==> config.mk <==
export PLATFORM = sky130hd
export DESIGN_NAME = axil_two_port_arbiter
export DESIGN_NICKNAME = d
export VERILOG_FILES = /design/src/rtl/axil_pkg.sv /design/src/rtl/rr_arb2.sv /design/src/rtl/axil_two_port_arbiter.sv
export SDC_FILE = /design/constraint.sdc
export NUM_CORES = 1
export LEC_CHECK = 0
export BUFFER_PORTS_ARGS = -buffer_cell sky130_fd_sc_hd__buf_2
export CAP_MARGIN = 20
export CORE_UTILIZATION = 49
export CTS_BUF_LIST = sky130_fd_sc_hd__clkbuf_8
export DETAILED_ROUTE_END_ITERATION = 8
export GPL_ROUTABILITY_DRIVEN = 0
export PLACE_DENSITY = 0.89
export SYNTH_ARGS = -nofsm -noshare
export SYNTH_HDL_FRONTEND = slang
export SYNTH_SLANG_ARGS = --single-unit
==> constraint.sdc <==
create_clock -name axi_aclk -period 6.7 [get_ports axi_aclk]
set_clock_uncertainty 0.1 [all_clocks]
set_input_delay 1.34 -clock axi_aclk [delete_from_list [all_inputs] [get_ports axi_aclk]]
set_output_delay 1.34 -clock axi_aclk [all_outputs]
set_load 0.05 [all_outputs]
==> src/rtl/axil_pkg.sv <==
// Shared types and constants for the AXI-lite two-port arbiter.
// Covers the FSM state encoding, the response codes and the default widths.
package axil_pkg;

  typedef enum logic [2:0] {
    StIdle,
    StWr,
    StWrB,
    StRdA,
    StRdR,
    StRsp
  } state_e;

  localparam int unsigned DefaultDataWidth = 32;
  localparam int unsigned DefaultAddrWidth = 8;
  localparam int unsigned DefaultRespWidth = 3;

  localparam int unsigned AxiRespOkay   = 0;
  localparam int unsigned AxiRespSlverr = 2;

  function automatic logic [1:0] onehot2(input logic idx);
    return idx ? 2'b10 : 2'b01;
  endfunction

endpackage

==> src/rtl/rr_arb2.sv <==
// Two-input round-robin grant.
// The pointer moves to the non-granted requester whenever a grant is accepted.
module rr_arb2 (
  input  logic       clk,
  input  logic       rst,
  input  logic [1:0] req,
  input  logic       accept,
  output logic [1:0] grant
);

  logic ptr_q;

  always_comb begin
    grant = 2'b00;
    if (req[ptr_q]) begin
      grant[ptr_q] = 1'b1;
    end else if (req[~ptr_q]) begin
      grant[~ptr_q] = 1'b1;
    end
  end

  always_ff @(posedge clk or posedge rst) begin
    if (rst) begin
      ptr_q <= 1'b0;
    end else if (accept && (|grant)) begin
      // After granting 0 the pointer favours 1, and the reverse.
      ptr_q <= grant[0];
    end
  end

endmodule

==> src/rtl/axil_two_port_arbiter.sv <==
// Shares one AXI-lite master port between two single-beat requesters.
// Only one transaction is ever outstanding at a time.
module axil_two_port_arbiter
  import axil_pkg::*;
#(
  parameter int unsigned DATA_WIDTH = DefaultDataWidth,
  parameter int unsigned ADDR_WIDTH = DefaultAddrWidth,
  parameter int unsigned RESP_WIDTH = DefaultRespWidth
) (
  input  logic                      axi_aclk,
  input  logic                      axi_areset,
  input  logic [1:0]                req_valid,
  input  logic [1:0]                req_write,
  input  logic [2*ADDR_WIDTH-1:0]   req_addr,
  input  logic [2*DATA_WIDTH-1:0]   req_wdata,
  input  logic [2*DATA_WIDTH/8-1:0] req_wstrb,
  output logic [1:0]                req_ready,
  output logic [1:0]                rsp_valid,
  output logic [DATA_WIDTH-1:0]     rsp_rdata,
  output logic [RESP_WIDTH-1:0]     rsp_resp,
  output logic [ADDR_WIDTH-1:0]     m_axi_awaddr,
  output logic                      m_axi_awvalid,
  input  logic                      m_axi_awready,
  output logic [DATA_WIDTH-1:0]     m_axi_wdata,
  output logic [DATA_WIDTH/8-1:0]   m_axi_wstrb,
  output logic                      m_axi_wvalid,
  input  logic                      m_axi_wready,
  input  logic [RESP_WIDTH-1:0]     m_axi_bresp,
  input  logic                      m_axi_bvalid,
  output logic                      m_axi_bready,
  output logic [ADDR_WIDTH-1:0]     m_axi_araddr,
  output logic                      m_axi_arvalid,
  input  logic                      m_axi_arready,
  input  logic [DATA_WIDTH-1:0]     m_axi_rdata,
  input  logic [RESP_WIDTH-1:0]     m_axi_rresp,
  input  logic                      m_axi_rvalid,
  output logic                      m_axi_rready
);

  localparam int unsigned StrbWidth = DATA_WIDTH / 8;

  state_e                  state_q;
  logic                    owner_q;
  logic [ADDR_WIDTH-1:0]   addr_q;
  logic [DATA_WIDTH-1:0]   wdata_q;
  logic [StrbWidth-1:0]    wstrb_q;
  logic                    awvalid_q;
  logic                    wvalid_q;
  logic                    bready_q;
  logic                    arvalid_q;
  logic                    rready_q;
  logic [1:0]              rsp_valid_q;
  logic [DATA_WIDTH-1:0]   rsp_rdata_q;
  logic [RESP_WIDTH-1:0]   rsp_resp_q;

  logic [1:0] grant;
  logic       gsel;
  logic       accept;

  assign accept = (state_q == StIdle) && (|req_valid);
  assign gsel   = grant[1];

  rr_arb2 u_arb (
    .clk    (axi_aclk),
    .rst    (axi_areset),
    .req    (req_valid),
    .accept (accept),
    .grant  (grant)
  );

  // Gated by reset so a requester holding valid through reset is never accepted.
  assign req_ready = (accept && !axi_areset) ? grant : 2'b00;

  always_ff @(posedge axi_aclk or posedge axi_areset) begin
    if (axi_areset) begin
      state_q     <= StIdle;
      owner_q     <= 1'b0;
      addr_q      <= '0;
      wdata_q     <= '0;
      wstrb_q     <= '0;
      awvalid_q   <= 1'b0;
      wvalid_q    <= 1'b0;
      bready_q    <= 1'b0;
      arvalid_q   <= 1'b0;
      rready_q    <= 1'b0;
      rsp_valid_q <= 2'b00;
      rsp_rdata_q <= '0;
      rsp_resp_q  <= '0;
    end else begin
      rsp_valid_q <= 2'b00;
      unique case (state_q)
        StIdle: begin
          if (accept) begin
            owner_q <= gsel;
            addr_q  <= gsel ? req_addr[2*ADDR_WIDTH-1:ADDR_WIDTH] : req_addr[ADDR_WIDTH-1:0];
            wdata_q <= gsel ? req_wdata[2*DATA_WIDTH-1:DATA_WIDTH] : req_wdata[DATA_WIDTH-1:0];
            wstrb_q <= gsel ? req_wstrb[2*StrbWidth-1:StrbWidth] : req_wstrb[StrbWidth-1:0];
            if (req_write[gsel]) begin
              awvalid_q <= 1'b1;
              wvalid_q  <= 1'b1;
              state_q   <= StWr;
            end else begin
              arvalid_q <= 1'b1;
              state_q   <= StRdA;
            end
          end
        end
        StWr: begin
          if (awvalid_q && m_axi_awready) awvalid_q <= 1'b0;
          if (wvalid_q && m_axi_wready) wvalid_q <= 1'b0;
          // Both channels finished in an earlier cycle.
          if (!awvalid_q && !wvalid_q) begin
            bready_q <= 1'b1;
            state_q  <= StWrB;
          end
        end
        StWrB: begin
          if (m_axi_bvalid) begin
            bready_q    <= 1'b0;
            rsp_resp_q  <= m_axi_bresp;
            rsp_rdata_q <= '0;
            rsp_valid_q <= onehot2(owner_q);
            state_q     <= StRsp;
          end
        end
        StRdA: begin
          if (m_axi_arready) begin
            arvalid_q <= 1'b0;
            rready_q  <= 1'b1;
            state_q   <= StRdR;
          end
        end
        StRdR: begin
          if (m_axi_rvalid) begin
            rready_q    <= 1'b0;
            rsp_resp_q  <= m_axi_rresp;
            rsp_rdata_q <= m_axi_rdata;
            rsp_valid_q <= onehot2(owner_q);
            state_q     <= StRsp;
          end
        end
        StRsp: state_q <= StIdle;
        default: state_q <= StIdle;
      endcase
    end
  end

  assign m_axi_awaddr  = addr_q;
  assign m_axi_awvalid = awvalid_q;
  assign m_axi_wdata   = wdata_q;
  assign m_axi_wstrb   = wstrb_q;
  assign m_axi_wvalid  = wvalid_q;
  assign m_axi_bready  = bready_q;
  assign m_axi_araddr  = addr_q;
  assign m_axi_arvalid = arvalid_q;
  assign m_axi_rready  = rready_q;
  assign rsp_valid     = rsp_valid_q;
  assign rsp_rdata     = rsp_rdata_q;
  assign rsp_resp      = rsp_resp_q;

endmodule

==> flow_summary.json <==
{
  "drive_gt1_frac": 0.4640,
  "grt_pass1_vias": 3304,
  "io-pin-count": 233,
  "synth_cell_types": 35,
  "tns_ps": 0,
  "postLayoutCellArea_mm2": 0.005344,
  "netlist_area_mm2": 0.003960,
  "crit_fanout": 46,
  "fin_crit_ps": 4071,
  "arrival_ps": 2630,
  "hold_slack_ps": 353.6,
  "setup_viol": 0,
  "cts_resized": 0,
  "max_slew.worst_pin.slew_ps": 743.3,
  "vias": 3429,
  "grt_max_degree": 94,
  "clkPwrFrac": 0.111,
  "cts_tree": "yes",
  "yosysSeqAreaShare": 0.5750,
  "clock-sinks": 91,
  "final_common_cell": "buf_2",
  "layout.nets": 701,
  "htree_levels": 3,
  "synth_area_leader_cell": "dfrtp_1",
  "dpl.cell_count": 653,
  "portBuffers": 232,
  "post_dp_cell_area_mm2": 0.005102,
  "firstDrtPassIters": 4,
  "die_area_mm2": 0.008446,
  "num_rows": 32,
  "antenna_found_initial": 0,
  "stdcell_count": 671,
  "n_fill_cell": 621,
  "pwr-share-comb": 0.574,
  "worstPathRequired_ps": 5260,
  "powerDensity_mw_per_mm2": 571.7,
  "dp.final_hpwl_mm": 7.402,
  "drt-vias-per-instance": 5.110,
  "synth.area.top_cells": "dfrtp_1, mux2i_1, a22o_1, o21ai_0, nand2_1",
  "rsz0062_at_grt": "no",
  "maxCapViolCount": 0,
  "start_kind": "input port",
  "wl_per_cell_um": 14.91,
  "post-cts-setup-buffers": 0,
  "yosysWarnings": 0,
  "die_h_um": 91.90,
  "maxSlewHeadroom": 0.5045,
  "r2r_end": "rsp_rdata[29]",
  "avgSynthCellArea_um2": 11.35,
  "drtAntennaViolNets": 0,
  "criticalPathCategory": "input port to output port",
  "hold_viol_final": 0,
  "finalMaxSlewViolations": 0,
  "hold_buffers": 0,
  "start_util": 0.5098,
  "p_total_uw": 3055,
  "drt_iter0_drc": 117,
  "power_leakage_uw": 0.003029,
  "synthFlopType": "dfrtp_1",
  "clk_pin_slew_ps": 80,
  "synth_top_area_frac": 0.5750,
  "syn_inst": 349,
  "seqPwrFrac": 0.315,
  "areaGrowthSynthToFinish_pct": 34.94,
  "diodes": 0,
  "vdd_ir_drop_max_mv": 0.3482,
  "drc": 0,
  "final_cell_mix": "buf_2, dfrtp_1, nand2_1, o21ai_0, mux2i_1",
  "switching_power_uw": 1667,
  "run_status": "finished, final reports clean",
  "clk_latency_ps": 330,
  "cp-endpoint": "req_ready[1]",
  "synth-async-reset-ratio": 1.000,
  "hold_path.class": "register to register",
  "worstSetupEndpointType": "output port",
  "grt_use_total": 0.2373,
  "clock_path_buffers": 2,
  "p_int_uw": 1388,
  "ys_seq_elements": 91,
  "grt.overflow.total": 0,
  "setup.worst_path.start": "req_valid[0]",
  "cts.root.buffer_cell": "clkbuf_8",
  "r2r-start": "state_q[2]",
  "switching_share": 0.5457,
  "die_x_um": 91.90,
  "synth-edff-count": 0,
  "syn_nets": 486,
  "r2r_cells": 4,
  "fp.coreArea_mm2": 0.007767,
  "r2r_slack_ps": 4610,
  "grt_pass1_wl_mm": 15.64,
  "cts_buffers": 9,
  "drt-total-wl_mm": 10.00,
  "clock.fmax_mhz": 245.6,
  "fin_crit_sh": 0.6076
}
## synthesized netlist by cell type (2+ instances only)
| library cell | count |
|---|---|
| a21o_2 | 2 |
| a21oi_1 | 5 |
| a22o_1 | 32 |
| a2bb2oi_1 | 2 |
| buf_2 | 7 |
| buf_4 | 12 |
| buf_6 | 2 |
| clkbuf_1 | 12 |
| dfrtp_1 | 91 |
| inv_1 | 5 |
| mux2i_1 | 47 |
| nand2_1 | 53 |
| nand3b_1 | 2 |
| nor2_1 | 2 |
| nor3_1 | 4 |
| o21ai_0 | 52 |
## registers in the layout, indices dropped and copies added, names as in the netlist, 2 cells and up
name          count
m_axi_araddr      8
m_axi_wdata      32
m_axi_wstrb       4
rsp_rdata        32
rsp_resp          3
rsp_valid         2
state_q           3
## worst min path at each step
stage,from,to,slack (ps),cells after the start
6_report,owner_q,rsp_valid[0],350,1
2_1_floorplan,owner_q,rsp_valid[0],330,1
3_5_place_dp,owner_q,rsp_valid[0],350,1
4_1_cts,owner_q,rsp_valid[0],360,1
3_3_place_gp,owner_q,rsp_valid[0],340,1
5_1_grt,m_axi_wdata[24],m_axi_wdata[24],400,2
## area by class of cell
class	count	area (um2)	share of cell area
clock buffers	11	151.4	0.02833
inverters	6	23.77	0.004449
flip-flops and latches	91	2277	0.4261
well taps	102	127.6	0.02388
repair buffers	237	1239	0.2318
multi-input cells	219	1490	0.2789
clock inverters	5	35.03	0.006556
## power by group through the flow
| stage | logic [uW] | clock network (uW) | registers (uW) |
|---|---|---|---|
| 2_1_floorplan | 568 | 0 | 1770 |
| 3_3_place_gp | 1720 | 0 | 953 |
| 3_5_place_dp | 1760 | 0 | 966 |
| 4_1_cts | 1760 | 351 | 960 |
| 5_1_grt | 1850 | 374 | 994 |
| 6_report | 1750 | 340 | 961 |
## through the flow
step / utilization / setup WS [ps]
2_1_floorplan: - / 2339
3_3_place_gp: 0.6569 / 2667
3_5_place_dp: 0.6569 / 2596
4_1_cts: 0.6809 / 2602
5_1_grt: 0.6880 / 2528
6_report: 0.6880 / 2629
## metal layers
| layer | wire length, um | GRT usage | up-vias |
|---|---|---|---|
| met2 | 5267 | 0.4160 | 129 |
| met5 | 0 | 0 | - |
| met4 | 264 | 0.1042 | 0 |
| li1 | - | - | 1657 |
| met1 | 3949 | 0.2868 | 1616 |
| met3 | 522 | 0.04063 | 27 |
## worst max-delay path, stage by stage
cell	delay, ps
buf_2	150
inv_1	100
o21ai_4	110
buf_4	580
nor3_1	100
buf_2	240
## logic make-up (layout without fill, tap and decap cells)
logic type,Yosys count,after routing,synth area share
simple gates,71,71,0.08247
buf+inv,39,259,0.05434
flops,91,91,0.5750
mux,47,47,0.1188
compound gates,101,101,0.1694
No activity file was read; power rests on OpenSTA's default activity.
